--- src/rtl/spi_master_cs.sv ---
// SPI master with chip-select held across up to MAX_BYTES_PER_CS bytes.
// Byte-at-a-time handshake on the TX side; CS_n released for a guard gap afterwards.
module spi_master_cs #(
    parameter int SPI_MODE          = 0,
    parameter int CLKS_PER_HALF_BIT = 2,
    parameter int MAX_BYTES_PER_CS  = 2,
    parameter int CS_INACTIVE_CLKS  = 1,
    localparam int CW = $clog2(MAX_BYTES_PER_CS + 1)
) (
    input  logic          i_Clk,
    input  logic          i_Rst,
    input  logic [CW-1:0] i_TX_Count,
    input  logic [7:0]    i_TX_Byte,
    input  logic          i_TX_DV,
    output logic          o_TX_Ready,
    output logic [CW-1:0] o_RX_Count,
    output logic          o_RX_DV,
    output logic [7:0]    o_RX_Byte,
    output logic          o_SPI_Clk,
    input  logic          i_SPI_MISO,
    output logic          o_SPI_MOSI,
    output logic          o_SPI_CS_n
);

    localparam logic CPOL = (SPI_MODE == 2) || (SPI_MODE == 3);
    localparam logic CPHA = (SPI_MODE == 1) || (SPI_MODE == 3);

    localparam int            HW        = $clog2(CLKS_PER_HALF_BIT);
    localparam logic [HW-1:0] HALF_LAST = HW'(CLKS_PER_HALF_BIT - 1);

    localparam int            GW       = (CS_INACTIVE_CLKS > 1) ? $clog2(CS_INACTIVE_CLKS) : 1;
    localparam logic [GW-1:0] GAP_LAST = (CS_INACTIVE_CLKS > 1) ? GW'(CS_INACTIVE_CLKS - 1) : '0;

    localparam logic [CW-1:0] MAX_CNT = CW'(MAX_BYTES_PER_CS);

    typedef enum logic [1:0] {
        IDLE,
        XFER,
        WAIT_BYTE,
        CS_GAP
    } state_t;

    state_t        state;
    state_t        next_state;

    logic [HW-1:0] clk_cnt;
    logic [4:0]    edge_cnt;
    logic [7:0]    tx_byte;
    logic [2:0]    tx_idx;
    logic [7:0]    rx_shift;
    logic [CW-1:0] bytes_left;
    logic [CW-1:0] adj_count;
    logic [GW-1:0] gap_cnt;
    logic          spi_clk;
    logic          mosi;
    logic          tx_ready;
    logic          rx_dv;
    logic [7:0]    rx_byte;
    logic [CW-1:0] rx_count;

    logic          byte_done;
    logic          half_tick;
    logic          gap_done;
    logic          leading;
    logic          sample_edge;
    logic          drive_edge;

    assign byte_done   = (state == XFER) && (edge_cnt == 5'd16);
    assign half_tick   = (clk_cnt == HALF_LAST);
    assign gap_done    = (state == CS_GAP) && (gap_cnt == GAP_LAST);
    // Edge parity is taken from the count before this edge: even count => leading edge.
    assign leading     = ~edge_cnt[0];
    assign sample_edge = leading ^ CPHA;
    // With CPHA=0 bit 7 is pre-driven, so the final trailing edge has nothing left to shift out.
    assign drive_edge  = ~sample_edge && !(~CPHA && (edge_cnt == 5'd15));

    always_comb begin
        adj_count = i_TX_Count;
        if (i_TX_Count == '0) begin
            adj_count = CW'(1);
        end else if (i_TX_Count > MAX_CNT) begin
            adj_count = MAX_CNT;
        end
    end

    always_ff @(posedge i_Clk or posedge i_Rst) begin
        if (i_Rst) begin
            state <= IDLE;
        end else begin
            state <= next_state;
        end
    end

    always_comb begin
        next_state = state;
        case (state)
            IDLE:      if (i_TX_DV) next_state = XFER;
            XFER:      if (byte_done) next_state = (bytes_left > CW'(1)) ? WAIT_BYTE : CS_GAP;
            WAIT_BYTE: if (i_TX_DV) next_state = XFER;
            CS_GAP:    if (gap_done) next_state = IDLE;
            default:   next_state = IDLE;
        endcase
    end

    always_ff @(posedge i_Clk or posedge i_Rst) begin
        if (i_Rst) begin
            clk_cnt    <= '0;
            edge_cnt   <= '0;
            tx_byte    <= '0;
            tx_idx     <= '0;
            rx_shift   <= '0;
            bytes_left <= '0;
            gap_cnt    <= '0;
            spi_clk    <= CPOL;
            mosi       <= 1'b0;
            tx_ready   <= 1'b0;
            rx_dv      <= 1'b0;
            rx_byte    <= '0;
            rx_count   <= '0;
        end else begin
            rx_dv    <= 1'b0;
            tx_ready <= (next_state == IDLE) || (next_state == WAIT_BYTE);
            if (rx_dv) begin
                rx_count <= rx_count + CW'(1);
            end
            case (state)
                IDLE, WAIT_BYTE: begin
                    if (i_TX_DV) begin
                        tx_byte  <= i_TX_Byte;
                        mosi     <= i_TX_Byte[7];
                        tx_idx   <= CPHA ? 3'd7 : 3'd6;
                        clk_cnt  <= '0;
                        edge_cnt <= '0;
                        spi_clk  <= CPOL;
                        if (state == IDLE) begin
                            bytes_left <= adj_count;
                        end
                    end
                end
                XFER: begin
                    if (byte_done) begin
                        rx_dv      <= 1'b1;
                        rx_byte    <= rx_shift;
                        bytes_left <= bytes_left - CW'(1);
                        gap_cnt    <= '0;
                    end else if (half_tick) begin
                        clk_cnt  <= '0;
                        edge_cnt <= edge_cnt + 5'd1;
                        spi_clk  <= ~spi_clk;
                        if (sample_edge) begin
                            rx_shift <= {rx_shift[6:0], i_SPI_MISO};
                        end
                        if (drive_edge) begin
                            mosi   <= tx_byte[tx_idx];
                            tx_idx <= tx_idx - 3'd1;
                        end
                    end else begin
                        clk_cnt <= clk_cnt + HW'(1);
                    end
                end
                CS_GAP: begin
                    if (gap_done) begin
                        gap_cnt  <= '0;
                        rx_count <= '0;
                    end else begin
                        gap_cnt <= gap_cnt + GW'(1);
                    end
                end
                default: ;
            endcase
        end
    end

    assign o_SPI_CS_n = (state == IDLE) || (state == CS_GAP);
    assign o_SPI_Clk  = spi_clk;
    assign o_SPI_MOSI = mosi;
    assign o_TX_Ready = tx_ready;
    assign o_RX_DV    = rx_dv;
    assign o_RX_Byte  = rx_byte;
    assign o_RX_Count = rx_count;

endmodule

--- config.mk ---
export PLATFORM = sky130hd
export DESIGN_NAME = spi_master_cs
export DESIGN_NICKNAME = d
export VERILOG_FILES = /design/src/rtl/spi_master_cs.sv
export SDC_FILE = /design/constraint.sdc
export NUM_CORES = 1
export LEC_CHECK = 0
export ABC_AREA = 1
export CORE_MARGIN = 2
export CORE_UTILIZATION = 50
export DETAILED_ROUTE_END_ITERATION = 7
export MAX_ROUTING_LAYER = met4
export PLACE_DENSITY = 0.73
export SLEW_MARGIN = 20
export SYNTH_ARGS = -nofsm -noshare
export SYNTH_HDL_FRONTEND = slang
export SYNTH_SLANG_ARGS = --single-unit
--- constraint.sdc ---
create_clock -name i_Clk -period 2.1 [get_ports i_Clk]
set_clock_uncertainty 0.1 [all_clocks]
set_input_delay 0.63 -clock i_Clk [delete_from_list [all_inputs] [get_ports i_Clk]]
set_output_delay 0.63 -clock i_Clk [all_outputs]
set_load 0.02 [all_outputs]
==> run summary, run 1 <==
outcome: complete, no violations
final hold slack: 0.3776 ns
Worst Max-Slew Pin Slew: 0.4203 ns
initial antenna violation count: 0
Die Y: 71.15 microns
Most used DFF post-synth: dfrtp_1
total wire length: 3985 microns
WP depth: 1
TritonCTS Buffers: 5
Async SR Flop Fraction: 100.0%
largest net degree at the start of global routing: 24
fin crit share: 95.21%
num rows: 24
maximum clock rate: 500.1 MHz
final layout net count: 305
routed vias: 1657
clock buffer depth: 2
hold path depth: 1
Crit-path slowest cell: clkdlybuf4s50_1
EDFF count, synth: 0
Power, Total: 3.191 mW
hold buffers post-CTS: 0
global route overflow: 0
max incr delay on CP: 0.61 ns
Crit path max-delay family: buffers and inverters
Post-Synthesis Cell Area: 2255 sq um
Routed Antenna Nets: 0
clock sinks: 44
CP Class: flip-flop to output pin
unrepaired setup endpoints after global routing: false
DIE WIDTH: 71.15 microns
Avg Inst Size Synth: 9.278 sq um
Core ar.: 4354 sq um
H-tree levels: 2
worst reg-to-reg path cell count: 8
Post-route DRC: 0
Slew headroom: 71.98%
final setup vio count: 0
worst path bufs/invs: 1
CP max FO: 3
Post-Place Worst Slack: 0.05267 ns
setup TNS: 0 ns
Die ar.: 5062 sq um
share of cells above drive strength 1: 20.92%
drt pass-1 iters: 4
fin util: 62.41%
crit path DAT: 1.27 ns
post-layout instance count excluding filler cells: 334
first-pass GRT wire length: 7038 microns
Synth warnings: 0
Antenna Diode Count: 0
crit path launch type: flip-flop
crit-path cells: clkdlybuf4s50_1
Port Buf Inserts: 27
wire per inst: 11.93 microns
Final WS setup: 0.1005 ns
Final Critical Period: 2.000 ns
post-route design area: 2718 sq um
CP endpoint kind: output pin
WP data required: 1.37 ns
num ports: 29
Post-Syn Nets: 267
synth-to-layout area growth: 20.53%
hpwl dp: 2948 microns
Root Driver: clkbuf_8
initial core utilization: 51.78%
gpl congestion: 0.7865
Max Transition Viols Final: 0
HP Class: flip-flop to flip-flop
clock latency on the worst-skew pair: 0.29 ns
Leak: 1.322 nW
cell area power density: 1174 nW/um^2
DRT iter0 DRCs: 57
placed insts: 326
Seq cells post-synth: 44
Via-to-Cell Ratio: 4.961
maximum VDD drop: 0.0006173 V
Global Route Usage Sum: 17.99%
vias in the first global route: 1660
Cells after Synth: 243
sequential share of the synthesized area: 48.83%
Yosys cell types: 35
max_cap viols: 0
CTS tree: done
dpl cell area: 2615 sq um
CTS clk-pin slew, worst paths: 0.09 ns
endpoints failing hold: 0
-- worst register-to-register path, cell delays in order, from the launching register on --
cell and delay, ns:
dfrtp_1 0.45, inv_1 0.14, ha_1 0.22, nand2_1 0.07, inv_2 0.06, nand2_4 0.07, nand4_4 0.25, nor2_1 0.25
a21oi_2 0.05
-- timing repair --
action                                  CTS  global route
setup buffers                             0             0
gates resized for setup                   2             1
endpoints found under the setup margin    1             1
-- registers in the layout, summed over array words and instances, names as in the netlist --
register / cells
tx_byte: 8
state: 2
o_TX_Ready: 1
tx_idx: 3
o_SPI_Clk: 1
bytes_left: 2
edge_cnt: 5
clk_cnt: 1
o_RX_Count: 2
o_RX_DV: 1
gap_cnt: 1
rx_shift: 8
o_SPI_MOSI: 1
o_RX_Byte: 8
-- cell type report --
| class | instances | area (sq um) |
|---|---|---|
| fillers | 372 | 1637 |
| clock inverters | 2 | 35.03 |
| well taps | 52 | 65.06 |
| inverters | 36 | 145.1 |
| flip-flops and latches | 44 | 1101 |
| clock buffers | 6 | 72.57 |
| repair buffers | 36 | 332.8 |
| multi-input cells | 158 | 965.9 |
-- power breakdown --
group	internal, mW	switching (mW)
Combinational	0.520	0.792
Sequential	1.10	0.153
Clock	0.353	0.276
Total	1.97	1.22
-- kinds of logic (layout without fill, tap and decap cells) --
logic type | count (synthesis) | in the layout | share of synthesized area [%]
simple gates | 102 | 102 | 22.86
compound gates | 45 | 45 | 13.93
mux | 1 | 1 | 0.4994
fa+ha+maj | 10 | 10 | 5.549
flops | 44 | 44 | 48.83
buf+inv | 41 | 80 | 8.324
-- layout by cell type (no fill, tap or decap), types with 2 or more instances in the layout --
cell type,netlist,final
a21oi_1,10,10
a21oi_2,5,5
buf_4,2,9
clkbuf_8,0,5
clkdlybuf4s50_1,0,26
dfrtp_1,44,44
ha_1,10,10
inv_1,30,29
inv_2,3,3
inv_4,2,2
nand2_1,55,55
nand2_2,2,2
nand2_4,2,2
nand3_1,11,11
nand3_4,3,3
nand4_1,2,2
nor2_1,17,17
nor2_2,3,3
o21ai_0,3,3
o21ai_1,8,8
o21ai_2,13,13
or2_2,2,2
-- synth_stat cells, types with 5 or more instances --
| cell | instances | share of area, % |
|---|---|---|
| inv_1 | 30 | 5.0 |
| a21oi_1 | 10 | 2.2 |
| o21ai_1 | 8 | 1.8 |
| a21oi_2 | 5 | 1.9 |
| ha_1 | 10 | 5.5 |
| o21ai_2 | 13 | 5.0 |
| nor2_1 | 17 | 2.8 |
| nand3_1 | 11 | 2.4 |
| dfrtp_1 | 44 | 49 |
| nand2_1 | 55 | 9.2 |
-- layer usage --
layer	global-route usage (%)	routed length, microns	vias to the layer above	share of wire (%)
li1	-	-	850	-
met1	20.78	1806	786	45
met2	30.66	2020	16	51
met3	2.991	100	5	2.5
met4	7.966	57	0	1.4
met5	-	0	-	0
-- worst paths after layout --
check / start / endpoint / slack [ns]
max in group asynchronous: i_Rst / rx_shift[5] / 1.09
setup / recovery: o_SPI_Clk / o_SPI_Clk / 0.10
hold reg to reg: o_SPI_Clk / o_SPI_Clk / 0.38
min in group asynchronous: i_Rst / tx_byte[7] / 0.58
setup reg to reg: edge_cnt[0] / rx_shift[2] / 0.32
hold / removal: o_SPI_Clk / o_SPI_Clk / 0.38
(Power assumes the default switching activity.)
==> run 2: changes to the inputs <==
- SLEW_MARGIN: 20 -> 5
==> results of run 2 <==
Final layout, timing and power as in run 1 (identical DEF).
